File: src/rtl/boreal_mem_pkg.sv
// boreal_mem_pkg: shared state encoding, owner ids and default widths for the port-B arbiter
package boreal_mem_pkg;
  localparam int ADDR_W = 10;
  localparam int DATA_W = 32;
  localparam logic OWN_HOST = 1'b0;
  localparam logic OWN_LRN = 1'b1;
  typedef enum logic [1:0] {ST_IDLE, ST_ACCESS, ST_CAPTURE, ST_RESP} state_t;
endpackage

File: src/rtl/boreal_rr_arb2.sv
// boreal_rr_arb2: two-input round-robin selector; the requester not granted last wins a tie
module boreal_rr_arb2 import boreal_mem_pkg::*; (
  input  logic       clk,
  input  logic       rst_n,
  input  logic       en,
  input  logic [1:0] req,
  output logic [1:0] gnt
);
  logic last;
  assign gnt[OWN_HOST] = req[OWN_HOST] & (~req[OWN_LRN] | (last == OWN_LRN));
  assign gnt[OWN_LRN]  = req[OWN_LRN] & (~req[OWN_HOST] | (last == OWN_HOST));
  always_ff @(posedge clk or negedge rst_n)
    if (!rst_n) last <= OWN_LRN;
    else if (en && |req) last <= gnt[OWN_LRN];
endmodule

File: src/rtl/boreal_mem_arbiter.sv
// boreal_mem_arbiter: shares memory port B between host and learning engine, one read-first access per request
module boreal_mem_arbiter import boreal_mem_pkg::*; #(
  parameter int ADDR_WIDTH = ADDR_W,
  parameter int DATA_WIDTH = DATA_W
) (
  input  logic                  clk,
  input  logic                  rst_n,
  input  logic                  host_req_valid,
  output logic                  host_req_ready,
  input  logic                  host_req_we,
  input  logic [ADDR_WIDTH-1:0] host_req_addr,
  input  logic [DATA_WIDTH-1:0] host_req_wdata,
  output logic                  host_rsp_valid,
  input  logic                  host_rsp_ready,
  output logic [DATA_WIDTH-1:0] host_rsp_rdata,
  input  logic                  lrn_req_valid,
  output logic                  lrn_req_ready,
  input  logic                  lrn_req_we,
  input  logic [ADDR_WIDTH-1:0] lrn_req_addr,
  input  logic [DATA_WIDTH-1:0] lrn_req_wdata,
  output logic                  lrn_rsp_valid,
  input  logic                  lrn_rsp_ready,
  output logic [DATA_WIDTH-1:0] lrn_rsp_rdata,
  output logic                  mem_we_b,
  output logic [ADDR_WIDTH-1:0] mem_addr_b,
  output logic [DATA_WIDTH-1:0] mem_din_b,
  input  logic [DATA_WIDTH-1:0] mem_dout_b,
  output logic                  busy,
  output logic                  grant_lrn
);
  state_t state, nxt;
  logic [1:0] gnt;
  logic idle, acc, rsp_done;
  assign idle = state == ST_IDLE;
  boreal_rr_arb2 u_arb (
    .clk(clk),
    .rst_n(rst_n),
    .en(idle),
    .req({lrn_req_valid, host_req_valid}),
    .gnt(gnt)
  );
  assign host_req_ready = idle & gnt[OWN_HOST];
  assign lrn_req_ready  = idle & gnt[OWN_LRN];
  assign acc = host_req_ready | lrn_req_ready;
  assign rsp_done = (grant_lrn == OWN_LRN) ? lrn_rsp_ready : host_rsp_ready;
  always_ff @(posedge clk or negedge rst_n)
    if (!rst_n) state <= ST_IDLE;
    else state <= nxt;
  always_comb begin
    nxt = state;
    nxt = idle ? (acc ? ST_ACCESS : ST_IDLE) :
          state == ST_ACCESS  ? ST_CAPTURE :
          state == ST_CAPTURE ? ST_RESP :
          rsp_done ? ST_IDLE : ST_RESP;
  end
  // The mem_* registers double as the request latch: loaded on accept, they are live during ACCESS.
  always_ff @(posedge clk or negedge rst_n)
    if (!rst_n) begin
      mem_we_b       <= 1'b0;
      mem_addr_b     <= '0;
      mem_din_b      <= '0;
      grant_lrn      <= 1'b0;
      busy           <= 1'b0;
      host_rsp_valid <= 1'b0;
      host_rsp_rdata <= '0;
      lrn_rsp_valid  <= 1'b0;
      lrn_rsp_rdata  <= '0;
    end else begin
      busy     <= nxt != ST_IDLE;
      mem_we_b <= acc & (gnt[OWN_LRN] ? lrn_req_we : host_req_we);
      if (acc) begin
        grant_lrn  <= gnt[OWN_LRN];
        mem_addr_b <= gnt[OWN_LRN] ? lrn_req_addr : host_req_addr;
        mem_din_b  <= gnt[OWN_LRN] ? lrn_req_wdata : host_req_wdata;
      end
      if (state == ST_CAPTURE) begin
        if (grant_lrn == OWN_LRN) begin
          lrn_rsp_valid <= 1'b1;
          lrn_rsp_rdata <= mem_dout_b;
        end else begin
          host_rsp_valid <= 1'b1;
          host_rsp_rdata <= mem_dout_b;
        end
      end
      if (state == ST_RESP && rsp_done) begin
        host_rsp_valid <= 1'b0;
        lrn_rsp_valid  <= 1'b0;
      end
    end
endmodule

File: config.mk
export PLATFORM = sky130hd
export DESIGN_NAME = boreal_mem_arbiter
export DESIGN_NICKNAME = d
export VERILOG_FILES = /design/src/rtl/boreal_mem_pkg.sv /design/src/rtl/boreal_rr_arb2.sv /design/src/rtl/boreal_mem_arbiter.sv
export SDC_FILE = /design/constraint.sdc
export NUM_CORES = 1
export LEC_CHECK = 0
export CORE_MARGIN = 2
export CORE_UTILIZATION = 60
export CTS_CLUSTER_DIAMETER = 30
export DETAILED_ROUTE_END_ITERATION = 10
export DONT_BUFFER_PORTS = 1
export GPL_ROUTABILITY_DRIVEN = 0
export PLACE_DENSITY_LB_ADDON = 0.1
export SYNTH_ARGS = -nofsm -noshare
export SYNTH_HDL_FRONTEND = slang
export SYNTH_HIERARCHICAL = 1
export SYNTH_SLANG_ARGS = --single-unit
File: constraint.sdc
create_clock -name clk -period 4 [get_ports clk]
set_input_delay 0.4 -clock clk [delete_from_list [all_inputs] [get_ports clk]]
set_output_delay 0.4 -clock clk [all_outputs]
set_load 0.05 [all_outputs]
After elaboration in Yosys (flattened, before gate mapping)
Index checks and enable logic that the tools add are counted.

Register bits: 114. Input bits: 124. Output and inout port bits: 113.

Eq/ne operators: 4. Muxes and demuxes: 15. Bitwise gates (word level): 12. Reduce and logical (&&, ||, !) cells: 11.

Operators with widths (count): 2-to-1 mux 32 bit (1); 2-to-1 mux 10 bit (1); 2-to-1 mux 1 bit (9); 2-to-1 mux 2 bit (4); AND reduction 2 bit (4); nonzero test 2 bit (3); bitwise AND 1 bit (5); == test 2 bit (second input constant) (2); NOT 1 bit (4); bitwise OR 1 bit (3); == test 2 x 1 -> 1 bit (second input constant) (1); logical AND 1 bit (2); logical NOT 2 bit (1); != test 2 x 1 -> 1 bit (second input constant) (1); OR reduction 2 bit (1).

Longest topological paths before layout
Depth after elaboration: 8. Depth in mapped cells: 6. Gate-level depth less buffers: 5.

Hierarchy
The synthesis kept the hierarchy.

By module, submodules not included: boreal_mem_arbiter (instances 1, cells each 301, area an instance 4792.1 um^2, seq. area each 2827.7 um^2); boreal_rr_arb2 (instances 1, cells each 6, area an instance 56.3 um^2, seq. area each 26.3 um^2).

Worst setup path after synthesis
OpenSTA, ideal clock, no wires.

Path type: in2out. Start point: in lrn_req_valid. End point: out lrn_req_ready. Arrival time: 1406 ps. Setup slack: 2194 ps. Stages: 4. Buffers on the path: 2. Path through: a21boi_0 -> buf_4 -> buf_2 -> and2_1.

Longest elaborated chain between the ends: 2.

Ends and longest elaborated chain: start, declared (line boreal_mem_arbiter.sv:16) `input logic lrn_req_valid,`; bitwise AND 1 bit (line boreal_rr_arb2.sv:11) `assign gnt[OWN_LRN] = req[OWN_LRN] & (~req[OWN_HOST] | (last == OWN_HOST));`; bitwise AND 1 bit (line boreal_mem_arbiter.sv:43) `assign lrn_req_ready = idle & gnt[OWN_LRN];`; end, declared (line boreal_mem_arbiter.sv:17) `output logic lrn_req_ready,`.

No other way between the ends.

Final worst setup path
Start point: reg u_arb.last. End point: out lrn_req_ready.

Longest elaborated chain between the ends: 4.

Ends and longest elaborated chain: start, declared (line boreal_rr_arb2.sv:9) `logic last;`; start signal, assigned (line boreal_rr_arb2.sv:14) `else if (en && |req) last <= gnt[OWN_LRN];`; NOT 1 bit (line boreal_rr_arb2.sv:11); bitwise OR 1 bit (line boreal_rr_arb2.sv:11); bitwise AND 1 bit (line boreal_rr_arb2.sv:11); via gnt[1] (line boreal_mem_arbiter.sv:32) `logic [1:0] gnt;`; bitwise AND 1 bit (line boreal_mem_arbiter.sv:43).

The timed path passes the listed nets, and every way through them passes these cells.

==> impl_metrics.toml <==
[status]
outcome = "complete, no violations"

[timing]
skew_ns = 0.007130
finalCritPeriodShare_pct = 67.59
drv_slew = 0
worst_pin_slew_ns = 0.8871
setup_viol = 0
max_freq_ghz = 0.3699
fin_setup_tns_ns = 0
rsz0062_at_grt = "no"
finalWorstPathRequiredPeriod_ns = 2.703
hold_viol_final = 0
worst_slew_margin_rel_pct = 40.54

[floorplan]
die_y_um = 93.89
dieArea_sq_um = 8815
core_sq_um = 7767
row_count = 32
num_io_pins = 237
start_util_pct = 62.42
dieWidth_um = 93.89

[global_route]
grt_use_total_pct = 21.62
grt_start_max_net_pins = 115
overflow = 0
grt_antenna_before_repair = 0
first_global_vias = 2648
grt_pass1_wl_um = 14140

[yosys]
yosysWarnings = 6
syn-num-nets = 431
ys_seq_area_share_pct = 58.86
syn_avg_cell_area_sq_um = 15.79
synth_area_sq_um = 4848
synth_cells = 307
ys.flop_type = "dfrtp_1"
synthArstFlopShare_pct = 100.0
ys_seq_elements = 114
synth_enable_flop_cells = 0
synth_cell_types = 24

[cts]
path_clk_slew_ns = 0.06
cts-root-buf = "clkbuf_8"
clockBufferDepth = 2
clock-sinks = 114
insertion_delay_ns = 0.49
cts_buffers = 17
htreeDepth = 4
cts_tree = "done"

[setup_path]
crit_path_max_fanout = 33
required_ns = 3.60
crit_family = "simple AND/OR/NAND/NOR gates"
slowest_delay_ns = 0.58
worst-path-buf-inv = 1
critical_path_class = "register to primary output"
critPathCaptureType = "primary output"
startpoint_type = "register"
cp_cell_sequence = "a21boi_4, buf_4, and2_1"
crit_slowest_cell = "and2_1"
arrival_ns = 2.30

[routing]
post_drt_via_cell_ratio = 5.921
wire_per_inst_um = 22.20
firstDrtPassIters = 4
drt_wl_total_um = 9525
ant_nets = 0
initialDrtViolationCount = 76
drc_errors = 0
vias = 2540

[place]
io_buffers = 0
dp_hpwl_um = 6634
place_area_sq_um = 4866

[min_path]
holdCritPathClass = "input port to register"

[layout]
num-nets-final = 439
postLayoutCellArea_sq_um = 5503
antenna_cells = 0
fill_cells = 527
drive_gt1_share_pct = 57.80
area_growth_pct = 13.50

[flow_run]
maxCapViolCount = 0
[state kept, by name, summed over array words and instances (netlist names), 2 cells and up]
name,flops
state,2
mem_addr_b,10
lrn_rsp_rdata,32
mem_din_b,32
host_rsp_rdata,32
[placed cells by master (no fill, tap or decap), types with 3 or more instances in the layout]
master        n
buf_4         3
bufinv_16     3
clkbuf_16    16
clkinv_2      3
clkinvlp_4    4
dfrtp_1     113
mux2_2      148
nand2_1       4
nor2_1        3
o21ai_0       3
[Yosys cell counts (2+ instances only)]
master   count  area [sq um]
mux2i_1      2         20.02
mux2_2     148          1667
dfrtp_1    113          2828
buf_6        7         78.83
buf_2        4         20.02
nor2_1       3         11.26
nand2_1      4         15.01
o21ai_0      3         15.01
a21oi_1      2         10.01
inv_1        2         7.510
buf_4        6         45.04
[through the flow]
stage / std cells / utilization [%] / hold slack, ns / setup WS, ns
after floorplan: 307 / - / 0.1044 / 2.194
after global placement: 395 / 62.64 / 0.1063 / 1.764
after detailed placement: 395 / 62.64 / 0.1066 / 1.733
after CTS: 429 / 70.84 / 0.02546 / 1.260
after global routing: 429 / 70.84 / 0.02795 / 1.174
final: 429 / 70.84 / 0.05054 / 1.297
[layer usage]
| metal | vias to the layer above | routed length [um] | global-route usage, % |
|---|---|---|---|
| met4 | 0 | 138 | 7.971 |
| met5 | - | 0 | 0 |
| li1 | 1117 | - | - |
| met2 | 142 | 4890 | 36.49 |
| met1 | 1269 | 3451 | 23.75 |
| met3 | 12 | 1045 | 10.27 |
[worst paths after layout]
check	start	to	slack [ns]	cells past startpoint
min reg2reg	u_arb/last	u_arb/last	0.55	2
min in group asynchronous	rst_n	lrn_rsp_rdata[25]	0.50	2
min	mem_dout_b[15]	lrn_rsp_rdata[15]	0.05	1
max	u_arb/last	lrn_req_ready	1.30	3
max in group asynchronous	rst_n	mem_din_b[28]	3.08	2
max reg2reg	grant_lrn	lrn_rsp_rdata[22]	1.74	2
[repair_timing]
action | 4_1_cts | 5_1_grt
setup endpoints to repair | 0 | 0
hold endpoints to repair | 115 | 0
setup buffers | 0 | 0
gates resized for setup | 0 | 0
hold buffers | 3 | 0
[cell type report]
class / count / area (sq um) / share of cell area, %
multi-input cells: 174 / 1854 / 33.70
clock inverters: 13 / 161.4 / 2.933
inverters: 2 / 7.507 / 0.1364
repair buffers: 6 / 70.07 / 1.273
clock buffers: 18 / 427.9 / 7.776
flip-flops and latches: 114 / 2854 / 51.86
well taps: 102 / 127.6 / 2.319
[worst reg2reg max path, stage by stage, from the launching register on]
cell and delay [ns]:
dfrtp_1 0.79, nand3b_2 0.77, mux2_2 0.58
[cell families (layout without fill, tap and decap cells)]
logic type	after synthesis	in the layout	synth area share [%]
DFF	114	114	58.86
and+or+nand+nor	15	15	2.116
muxes	150	150	34.79
AOI/OAI and AO/OA	9	9	1.110
buffers and inverters	19	39	3.123
Power is not shown: default switching activity piles up to over one toggle a cycle in this logic, so the estimate is an artifact.
